**src/rtl/sh7604_ibus_master_pkg.sv**
```systemverilog
// Shared types and helpers for the SH7604 IBUS initiator: access sizes, FSM states, lane decode.
package sh7604_ibus_master_pkg;

  typedef enum logic [1:0] {BYTE = 2'b00, WORD = 2'b01, LONG = 2'b10} IBUS_SZ_t;
  typedef enum logic [1:0] {IDLE, ISSUE, WAIT, DONE} IBUSM_STATE_t;

  // The reserved size code 11 behaves exactly like a long access.
  function automatic IBUS_SZ_t IBUS_SZ(input logic [1:0] raw);
    case (raw)
      2'b00:   return BYTE;
      2'b01:   return WORD;
      default: return LONG;
    endcase
  endfunction

  // Big-endian lane mask: BA[3] carries bits 31:24, i.e. byte offset 0.
  function automatic logic [3:0] IBUS_LANES(input IBUS_SZ_t sz, input logic [1:0] a);
    case (sz)
      BYTE:    IBUS_LANES = 4'b1000 >> a;
      WORD:    IBUS_LANES = a[1] ? 4'b0011 : 4'b1100;
      default: IBUS_LANES = 4'b1111;
    endcase
  endfunction

endpackage

```
**src/rtl/sh7604_ibus_master_if.sv**
```systemverilog
// CPU-side and IBUS-side signal bundle; master is the initiator's view, slave the far side.
interface sh7604_ibus_master_if;
  logic [31:0] CPU_A, CPU_DI, CPU_DO;
  logic [1:0]  CPU_SZ;
  logic        CPU_WE, CPU_SIGN, CPU_REQ, CPU_ACK, CPU_ERR;
  logic [31:0] IBUS_A, IBUS_DO, IBUS_DI;
  logic [3:0]  IBUS_BA;
  logic        IBUS_WE, IBUS_REQ, IBUS_BUSY, IBUS_ACT;

  modport master (
    input  CPU_A, CPU_DI, CPU_SZ, CPU_WE, CPU_SIGN, CPU_REQ, IBUS_DI, IBUS_BUSY, IBUS_ACT,
    output CPU_DO, CPU_ACK, CPU_ERR, IBUS_A, IBUS_DO, IBUS_BA, IBUS_WE, IBUS_REQ
  );
  modport slave (
    output CPU_A, CPU_DI, CPU_SZ, CPU_WE, CPU_SIGN, CPU_REQ, IBUS_DI, IBUS_BUSY, IBUS_ACT,
    input  CPU_DO, CPU_ACK, CPU_ERR, IBUS_A, IBUS_DO, IBUS_BA, IBUS_WE, IBUS_REQ
  );
endinterface

```
**src/rtl/sh7604_ibus_lane.sv**
```systemverilog
// Combinational lane steering: byte-lane mask, replicated store data, right-justified extended load data.
module sh7604_ibus_lane
  import sh7604_ibus_master_pkg::*;
(
  input  IBUS_SZ_t    sz_i,
  input  logic [1:0]  a_i,
  input  logic        sign_i,
  input  logic [31:0] rdata_i,
  input  logic [31:0] wdata_i,
  output logic [3:0]  ba_o,
  output logic [31:0] wdata_o,
  output logic [31:0] rdata_o
);
  logic [7:0]  rb;
  logic [15:0] rh;

  always_comb begin
    case (a_i)
      2'd0:    rb = rdata_i[31:24];
      2'd1:    rb = rdata_i[23:16];
      2'd2:    rb = rdata_i[15:8];
      default: rb = rdata_i[7:0];
    endcase
    rh = a_i[1] ? rdata_i[15:0] : rdata_i[31:16];

    ba_o = IBUS_LANES(sz_i, a_i);
    case (sz_i)
      BYTE: begin
        wdata_o = {4{wdata_i[7:0]}};
        rdata_o = {{24{sign_i & rb[7]}}, rb};
      end
      WORD: begin
        wdata_o = {2{wdata_i[15:0]}};
        rdata_o = {{16{sign_i & rh[15]}}, rh};
      end
      default: begin
        wdata_o = wdata_i;
        rdata_o = rdata_i;
      end
    endcase
  end
endmodule

```
**src/rtl/sh7604_ibus_master.sv**
```systemverilog
// SH7604 IBUS initiator: one CPU load/store per request, held on IBUS until the responder releases BUSY.
// Optional abort of stuck accesses under `define SH7604_IBUS_TIMEOUT_EN.
module sh7604_ibus_master
  import sh7604_ibus_master_pkg::*;
#(
  parameter int TIMEOUT = 255
) (
  input  logic CLK,
  input  logic RST_N,
  input  logic CE_R,
  input  logic CE_F,
  sh7604_ibus_master_if.master bus
);
  IBUSM_STATE_t state_q, state_d;
  IBUS_SZ_t     sz_q, sz_d, sz_in;
  logic [31:0]  a_q, a_d, di_q, di_d, do_q, do_d;
  logic         we_q, we_d, sign_q, sign_d, err_q, err_d;
  logic         misalign, on_bus, tmo_hit;
  logic [31:0]  rd_ext, wd_rep;
  logic [3:0]   ba;
  logic         unused_ce_f;

  // The falling phase belongs to the responder's read latch; nothing here is clocked by it.
  assign unused_ce_f = CE_F;

  assign sz_in    = IBUS_SZ(bus.CPU_SZ);
  assign misalign = (sz_in == WORD && bus.CPU_A[0]) ||
                    (sz_in == LONG && bus.CPU_A[1:0] != 2'b00);

  sh7604_ibus_lane u_lane (
    .sz_i    (sz_q),
    .a_i     (a_q[1:0]),
    .sign_i  (sign_q),
    .rdata_i (bus.IBUS_DI),
    .wdata_i (di_q),
    .ba_o    (ba),
    .wdata_o (wd_rep),
    .rdata_o (rd_ext)
  );

`ifdef SH7604_IBUS_TIMEOUT_EN
  localparam int CNT_W = ($clog2(TIMEOUT + 1) > 8) ? $clog2(TIMEOUT + 1) : 8;
  logic [CNT_W-1:0] cnt_q, cnt_d;

  assign tmo_hit = state_q == WAIT && bus.IBUS_ACT && bus.IBUS_BUSY &&
                   cnt_q == CNT_W'(TIMEOUT);

  always_comb begin
    cnt_d = cnt_q;
    if (state_q == ISSUE)
      cnt_d = '0;
    else if (state_q == WAIT && bus.IBUS_ACT && bus.IBUS_BUSY)
      cnt_d = cnt_q + CNT_W'(1);
  end

  always_ff @(posedge CLK or negedge RST_N)
    if (!RST_N)    cnt_q <= '0;
    else if (CE_R) cnt_q <= cnt_d;
`else
  logic [31:0] unused_timeout;
  assign unused_timeout = TIMEOUT;
  assign tmo_hit        = 1'b0;
`endif

  always_ff @(posedge CLK or negedge RST_N)
    if (!RST_N)    state_q <= IDLE;
    else if (CE_R) state_q <= state_d;

  always_comb begin
    state_d = state_q;
    case (state_q)
      IDLE:  if (bus.CPU_REQ) state_d = misalign ? DONE : ISSUE;
      ISSUE: state_d = WAIT;
      WAIT:  if (!bus.IBUS_ACT || !bus.IBUS_BUSY || tmo_hit) state_d = DONE;
      DONE:  state_d = IDLE;
    endcase
  end

  always_comb begin
    a_d    = a_q;
    di_d   = di_q;
    sz_d   = sz_q;
    we_d   = we_q;
    sign_d = sign_q;
    err_d  = err_q;
    do_d   = do_q;
    case (state_q)
      IDLE: if (bus.CPU_REQ) begin
        a_d    = bus.CPU_A;
        di_d   = bus.CPU_DI;
        sz_d   = sz_in;
        we_d   = bus.CPU_WE;
        sign_d = bus.CPU_SIGN;
        err_d  = misalign;
      end
      // An undecoded address completes like a zero-returning read rather than stalling.
      WAIT: begin
        if (tmo_hit)
          err_d = 1'b1;
        else if (!bus.IBUS_ACT) begin
          if (!we_q) do_d = '0;
        end else if (!bus.IBUS_BUSY && !we_q)
          do_d = rd_ext;
      end
      default: ;
    endcase
  end

  always_ff @(posedge CLK or negedge RST_N)
    if (!RST_N) begin
      a_q    <= '0;
      di_q   <= '0;
      sz_q   <= BYTE;
      we_q   <= 1'b0;
      sign_q <= 1'b0;
      err_q  <= 1'b0;
      do_q   <= '0;
    end else if (CE_R) begin
      a_q    <= a_d;
      di_q   <= di_d;
      sz_q   <= sz_d;
      we_q   <= we_d;
      sign_q <= sign_d;
      err_q  <= err_d;
      do_q   <= do_d;
    end

  assign on_bus = state_q == ISSUE || state_q == WAIT;

  always_comb begin
    bus.IBUS_REQ = on_bus;
    bus.IBUS_WE  = on_bus & we_q;
    bus.IBUS_BA  = on_bus ? ba : 4'b0000;
    bus.IBUS_A   = a_q;
    bus.IBUS_DO  = wd_rep;
    bus.CPU_DO   = do_q;
    bus.CPU_ACK  = state_q == DONE;
    bus.CPU_ERR  = state_q == DONE && err_q;
  end
endmodule

```
**src/flat_wrapper.sv**
```systemverilog
// flat-port wrapper written by rule: the top's interface ports become plain ports
module sh7604_ibus_master_flat import sh7604_ibus_master_pkg::*;
#(
  parameter int TIMEOUT = 255
)
  (CLK, RST_N, CE_R, CE_F, bus_CPU_A, bus_CPU_DI, bus_CPU_SZ, bus_CPU_WE, bus_CPU_SIGN, bus_CPU_REQ, bus_IBUS_DI, bus_IBUS_BUSY, bus_IBUS_ACT, bus_CPU_DO, bus_CPU_ACK, bus_CPU_ERR, bus_IBUS_A, bus_IBUS_DO, bus_IBUS_BA, bus_IBUS_WE, bus_IBUS_REQ);
  sh7604_ibus_master_if bus_i ();
  input  logic CLK;
  input  logic RST_N;
  input  logic CE_R;
  input  logic CE_F;
  input wire logic [$bits(bus_i.CPU_A)-1:0] bus_CPU_A;
  input wire logic [$bits(bus_i.CPU_DI)-1:0] bus_CPU_DI;
  input wire logic [$bits(bus_i.CPU_SZ)-1:0] bus_CPU_SZ;
  input wire logic [$bits(bus_i.CPU_WE)-1:0] bus_CPU_WE;
  input wire logic [$bits(bus_i.CPU_SIGN)-1:0] bus_CPU_SIGN;
  input wire logic [$bits(bus_i.CPU_REQ)-1:0] bus_CPU_REQ;
  input wire logic [$bits(bus_i.IBUS_DI)-1:0] bus_IBUS_DI;
  input wire logic [$bits(bus_i.IBUS_BUSY)-1:0] bus_IBUS_BUSY;
  input wire logic [$bits(bus_i.IBUS_ACT)-1:0] bus_IBUS_ACT;
  output wire logic [$bits(bus_i.CPU_DO)-1:0] bus_CPU_DO;
  output wire logic [$bits(bus_i.CPU_ACK)-1:0] bus_CPU_ACK;
  output wire logic [$bits(bus_i.CPU_ERR)-1:0] bus_CPU_ERR;
  output wire logic [$bits(bus_i.IBUS_A)-1:0] bus_IBUS_A;
  output wire logic [$bits(bus_i.IBUS_DO)-1:0] bus_IBUS_DO;
  output wire logic [$bits(bus_i.IBUS_BA)-1:0] bus_IBUS_BA;
  output wire logic [$bits(bus_i.IBUS_WE)-1:0] bus_IBUS_WE;
  output wire logic [$bits(bus_i.IBUS_REQ)-1:0] bus_IBUS_REQ;
  assign bus_i.CPU_A = bus_CPU_A;
  assign bus_i.CPU_DI = bus_CPU_DI;
  assign bus_i.CPU_SZ = bus_CPU_SZ;
  assign bus_i.CPU_WE = bus_CPU_WE;
  assign bus_i.CPU_SIGN = bus_CPU_SIGN;
  assign bus_i.CPU_REQ = bus_CPU_REQ;
  assign bus_i.IBUS_DI = bus_IBUS_DI;
  assign bus_i.IBUS_BUSY = bus_IBUS_BUSY;
  assign bus_i.IBUS_ACT = bus_IBUS_ACT;
  assign bus_CPU_DO = bus_i.CPU_DO;
  assign bus_CPU_ACK = bus_i.CPU_ACK;
  assign bus_CPU_ERR = bus_i.CPU_ERR;
  assign bus_IBUS_A = bus_i.IBUS_A;
  assign bus_IBUS_DO = bus_i.IBUS_DO;
  assign bus_IBUS_BA = bus_i.IBUS_BA;
  assign bus_IBUS_WE = bus_i.IBUS_WE;
  assign bus_IBUS_REQ = bus_i.IBUS_REQ;
  sh7604_ibus_master #(.TIMEOUT(TIMEOUT)) u_core (.CLK(CLK), .RST_N(RST_N), .CE_R(CE_R), .CE_F(CE_F), .bus(bus_i));
endmodule
```
**config.mk**
```make
export PLATFORM = sky130hd
export DESIGN_NAME = sh7604_ibus_master_flat
export DESIGN_NICKNAME = d
export VERILOG_FILES = /design/src/rtl/sh7604_ibus_master_pkg.sv /design/src/rtl/sh7604_ibus_master_if.sv /design/src/rtl/sh7604_ibus_lane.sv /design/src/rtl/sh7604_ibus_master.sv /design/src/flat_wrapper.sv
export SDC_FILE = /design/constraint.sdc
export NUM_CORES = 1
export LEC_CHECK = 0
export BUFFER_PORTS_ARGS = -buffer_cell sky130_fd_sc_hd__buf_4
export CORE_ASPECT_RATIO = 0.75
export CORE_MARGIN = 2
export CORE_UTILIZATION = 48
export DETAILED_ROUTE_END_ITERATION = 8
export HOLD_SLACK_MARGIN = 0.08
export PLACE_DENSITY = 0.86
export SLEW_MARGIN = 20
export SYNTH_ARGS = -nofsm -noshare
export SYNTH_HDL_FRONTEND = slang
export SYNTH_SLANG_ARGS = --single-unit
```
**constraint.sdc**
```tcl
create_clock -name CLK -period 2.7 [get_ports CLK]
set_clock_uncertainty 0.2 [all_clocks]
set_input_delay 0.405 -clock CLK [delete_from_list [all_inputs] [get_ports CLK]]
set_output_delay 0.405 -clock CLK [all_outputs]
set_load 0.02 [all_outputs]
```
Yosys cells after proc, flatten, opt, wreduce, memory -nomap -nowiden:

Index checks and enable logic that the tools add are counted.

* logic and storage cells: 58
* input port bits: 107
* output and inout port bits: 104
* register bits: 103

* reduce and logical (&&, ||, !) cells: 18
* shift-type cells: 1
* equality and inequality tests: 13
* bitwise logic cells: 3
* muxes and demuxes: 15

Operators with widths (number)
* case mux 32 bit (2 select lines): 2
* 2-to-1 mux 32 bit: 3
* case mux 8 bit (3 select lines): 1
* 2-to-1 mux 16 bit: 1
* == test 2 x 1 -> 1 bit, second input constant: 5
* == test 2 bit, second input constant: 4
* logical NOT 2 bit: 4
* 2-to-1 mux 4 bit: 2
* case mux 2 bit (4 select lines): 1
* case mux 4 bit (2 select lines): 1
* 2-to-1 mux 2 bit: 3
* AND reduction 3 bit: 2
* logical AND 1 bit: 4
* inequality test 2 x 1 -> 1 bit, second input constant: 2
* inequality test 2 bit, second input constant: 2
* case mux 2 bit (2 select lines): 1
* AND reduction 4 bit: 1
* right shift 4 x 2 -> 4 bit, first input constant: 1
* AND 1 bit: 3
* logical NOT 1 bit: 3
* logical OR 1 bit: 3
* nonzero test 2 bit: 1

Depth between registers and ports, before layout:

* depth after elaboration: 8
* mapped depth: 8
* mapped depth without buffers: 6

Hierarchy:

Synthesis repeated with hierarchy kept, for this count alone.

* cells, all modules: 478
* area, all modules: 5346.4 sq um

By module, submodules not included
* sh7604_ibus_master: sequential area each 2577.5 sq um, area an instance 4189.0 sq um, instances 1, cells an instance 310
* sh7604_ibus_lane: sequential area each 0.0 sq um, area an instance 1157.4 sq um, instances 1, cells an instance 168

Worst setup path after synthesis:

OpenSTA, ideal clock, no wires.

* kind: register to output
* start point: reg u_core.a_q[1] (netlist: u_core.bus.IBUS_A[1])
* end point: out bus_IBUS_BA[1]
* stages on the path, launching flop included: 6
* buffers on the path: 3
* setup slack: 0.564 ns
* arrival: 1.531 ns
* data required time: 2.095 ns
* path through: dfrtp_1 buf_6 buf_2 clkbuf_1 a21oi_1 nor2b_1

* cells in the longest elaborated chain, start to end: 3
* elaborated cells on any way between the ends: 4
* those cells by class: shift: 1; mux: 3

Ends and longest elaborated chain
* start: declaration: RTL line sh7604_ibus_master.sv:16 `logic [31:0] a_q, a_d, di_q, di_d, do_q, do_d;`
* start signal: assignment: RTL line sh7604_ibus_master.sv:111 `a_q <= '0;`
* start signal: assignment: RTL line sh7604_ibus_master.sv:119 `a_q <= a_d;`
* right shift 4 x 2 -> 4 bit or 2-to-1 mux 4 bit (tied branches): RTL line sh7604_ibus_master_pkg.sv:19, sh7604_ibus_master_pkg.sv:20
* case mux 4 bit (2 select lines) *: RTL line sh7604_ibus_master_pkg.sv:18 `case (sz)`
* 2-to-1 mux 4 bit *: RTL line sh7604_ibus_master.sv:133 `bus.IBUS_BA = on_bus ? ba : 4'b0000;`
* end: declaration: RTL line flat_wrapper.sv:26 `output wire logic [$bits(bus_i.IBUS_BA)-1:0] bus_IBUS_BA;`

Mark *: on every way between the ends. The rest lies on a longest branch, timed or not.

Worst setup path in the final report:

* start point: reg u_core.sz_q[0]
* end point: out bus_IBUS_BA[2]

* cells in the longest elaborated chain, start to end: 3
* elaborated cells on any way between the ends: 4
* those cells by class: eq/ne: 1; mux: 2; reduce/logical: 1

Ends and longest elaborated chain
* start: declaration: RTL line sh7604_ibus_master.sv:15 `IBUS_SZ_t sz_q, sz_d, sz_in;`
* start signal: assignment: RTL line sh7604_ibus_master.sv:121 `sz_q <= sz_d;`
* == test 2 x 1 -> 1 bit or logical NOT 2 bit (tied branches): RTL line sh7604_ibus_master_pkg.sv:18
* case mux 4 bit (2 select lines) *: RTL line sh7604_ibus_master_pkg.sv:18
* 2-to-1 mux 4 bit *: RTL line sh7604_ibus_master.sv:133

Marked as above.

==> reports/metrics.cfg <==
[status]
status=finished clean

[setup_path]
cp_slowest_cell=or2_2
worstPathRequired_ns=2.10
worstPathMaxFanout=16
worst_setup_path_end_kind=primary output
path_cells=or2_2, nor2b_1, o21a_1, buf_4
worst_path_largest_cell_delay_ns=0.51
worstSetupPathType=flop to primary output
startpoint_type=flop
cp.arrival_ns=1.88

[routing]
drt-initial-drc-count=337
drt-total-wl_mm=13.6
drc_errors=0
final_antenna_net_count=0
viasPerCell=5.50
routedWlPerCell_um=18.7
dr_total_vias=3987
drt-pass1-iter-count=4

[clock_tree]
post_cts_buffers=0
cts_max_level=3
clk_path_buf_depth=2
cts_sinks=103
cts_tree=yes
numCtsBuffers=9
cts_root_buf=clkbuf_16
clock_latency_ns=0.33
clkTransAtPathRegs_ns=0.07

[synth]
yosysTopAreaCell=dfrtp_1
avgSynthCellArea_um2=12.4
syn_area_mm2=0.00488
synth_flop_cell=dfrtp_1
synth_seq_cells=103
async_flop_share=1.00
synth.most_common_cell=dfrtp_1
synthTopCellsByCount=dfrtp_1 (103), mux2_2 (84), nand2_1 (29)
syn_inst=395
synth_edf_count=0
synth_cell_type_count=32
synth_top_area_share=0.528
ys_seq_area_frac=0.528
synth_nets=506
yosysWarnings=0
synth_area_leaders=dfrtp_1 (53%), mux2_2 (19%), mux2i_1 (4.9%)

[global_routing]
antenna_found_initial=0
grt_most_used_layer=met2
met2_usage=0.375
grt_use_met1=0.352
gr-usage-met3=0.0616
grt_max_degree=48
grt_pass1_vias=3975
grt_pass1_wl_mm=21.1
grt_usage=0.246
gr-total-overflow=0

[power]
power.net_switching_uw=3670
p_per_area_mw_per_mm2=1330
combPwrFrac=0.550
p_clk_frac=0.145
p_seq_frac=0.305
finalPower_uw=9100
p_int_uw=5430
ir_drop_v=0.000611
p_sw_frac=0.403
p_leak_uw=0.00335

[timing]
relSlewSlack=0.581
grt_setup_unrepaired=false
timing.fmax_ghz=0.402
fin_tns_setup_ns=0
fin_crit_sh=0.922
slew_viol_final=0
period_needed_ns=2.49
hold_slack_ns=0.0986
setup_viol=0
finalHoldViolCount=0
tightest_slew_ns=0.628

[floorplanning]
ios=211
start_util=0.499
dieArea_mm2=0.0110
row_count=31
die_w_um=120
die_h_um=91.3
core_area_mm2=0.00977

[layout]
antenna_cells=0
fin_nets=701
area_delta_synth_final_pct=40.4
drive_gt1_frac=0.545
fin_util=0.701
fin_area_mm2=0.00685

[worst_hold_path]
hold_class=primary input to flop

[placement]
place_area_mm2=0.00654
place.gp.congestion=0.896
dpl.hpwl_mm=10.2
port_buffers=209

[flow_run]
cap_viol_max_count=0

==> layout by cell type, fill, tap and decap left out, types with 2 or more instances in the layout <==
master and instances:
buf_4 217, dfrtp_1 103, mux2_2 84, nand2_1 29
o21ai_0 26, mux2i_1 24, a221o_1 23, o22ai_1 14
and2_1 9, clkbuf_16 9, nor2_1 6, a21oi_1 6
inv_1 5, ha_1 4, nor2b_1 3, nor3_1 3
or2_2 2, o21a_1 2, nand2b_1 2, nand3_1 2
nand4b_1 2, and3_1 2, bufinv_16 2, buf_12 2
==> routing by layer <==
metal  vias up  routed length [um]
li1       1823                   -
met1      1974                5980
met2       176                6440
met3        14                1000
met4         0                 159
met5         -                   0
==> path summary, 6_finish.rpt <==
kind,start,end,slack [ns],cells after the start
worst max-delay path,u_core.sz_q[0],bus_IBUS_BA[2],0.21,4
worst min-delay path,bus_CPU_A[31],u_core.bus.IBUS_A[31],0.1,2
worst max register to register,u_core.state_q[0],u_core.bus.CPU_DO[22],0.28,6
worst min register to register,u_core.bus.CPU_DO[15],u_core.bus.CPU_DO[15],0.30,2
max in group asynchronous,RST_N,u_core.di_q[10],1.20,3
min in group asynchronous,RST_N,u_core.state_q[1],0.44,2
==> stage by stage <==
stage | setup WS (ns) | cells
5_1_grt | 0.113 | 725
4_1_cts | 0.193 | 725
3_3_place_gp | 0.426 | 710
6_report | 0.212 | 725
2_1_floorplan | 0.564 | 395
3_5_place_dp | 0.332 | 710
==> what timing repair did <==
action                                  in CTS  in global routing
resized for setup                            0                  0
endpoints found under the hold margin       45                  0
hold buffers                                 1                  0
endpoints found under the setup margin       0                  0
==> cell type report <==
cell class / instances / area [um^2]
Sequential cell: 103 / 2580
Fill cell: 735 / 2920
Inverter: 5 / 18.8
Timing Repair Buffer: 220 / 1680
Clock inverter: 4 / 72.6
Multi-Input combinational cell: 251 / 2110
Clock buffer: 10 / 229
Tap cell: 132 / 165
==> power by group through the flow <==
stage	clock network (uW)	registers [uW]	logic (uW)
after detailed placement	0	2780	5000
after CTS	1360	2770	5010
after floorplan	0	3190	2580
after global placement	0	2740	4910
after global routing	1430	2860	5310
final	1320	2770	5000
==> critical path: cells and delay by family (launching register included) <==
kind	cells	cell delay (ns)
flip-flops	1	0.49
buffers and inverters	1	0.16
AND/OR/NAND/NOR	2	0.71
AO/OA/AOI/OAI	1	0.19
==> cell families (layout without fill, tap and decap cells) <==
kind of cell / count (synthesis) / after routing / share of synthesized area
muxes: 109 / 109 / 0.248
DFF: 103 / 103 / 0.528
AOI/OAI and AO/OA: 75 / 75 / 0.109
and+or+nand+nor: 63 / 63 / 0.0631
buffers and inverters: 41 / 239 / 0.0420
adders and majority gates: 4 / 4 / 0.0103
==> flip-flops by register name (all words and copies together), names as in the netlist <==
name and cells:
u_core.di_q 32, u_core.we_q 1, u_core.bus.CPU_DO 32, u_core.state_q 2
u_core.err_q 1, u_core.sign_q 1, u_core.bus.IBUS_A 32, u_core.sz_q 2
Power figures use the tool's default switching activity.
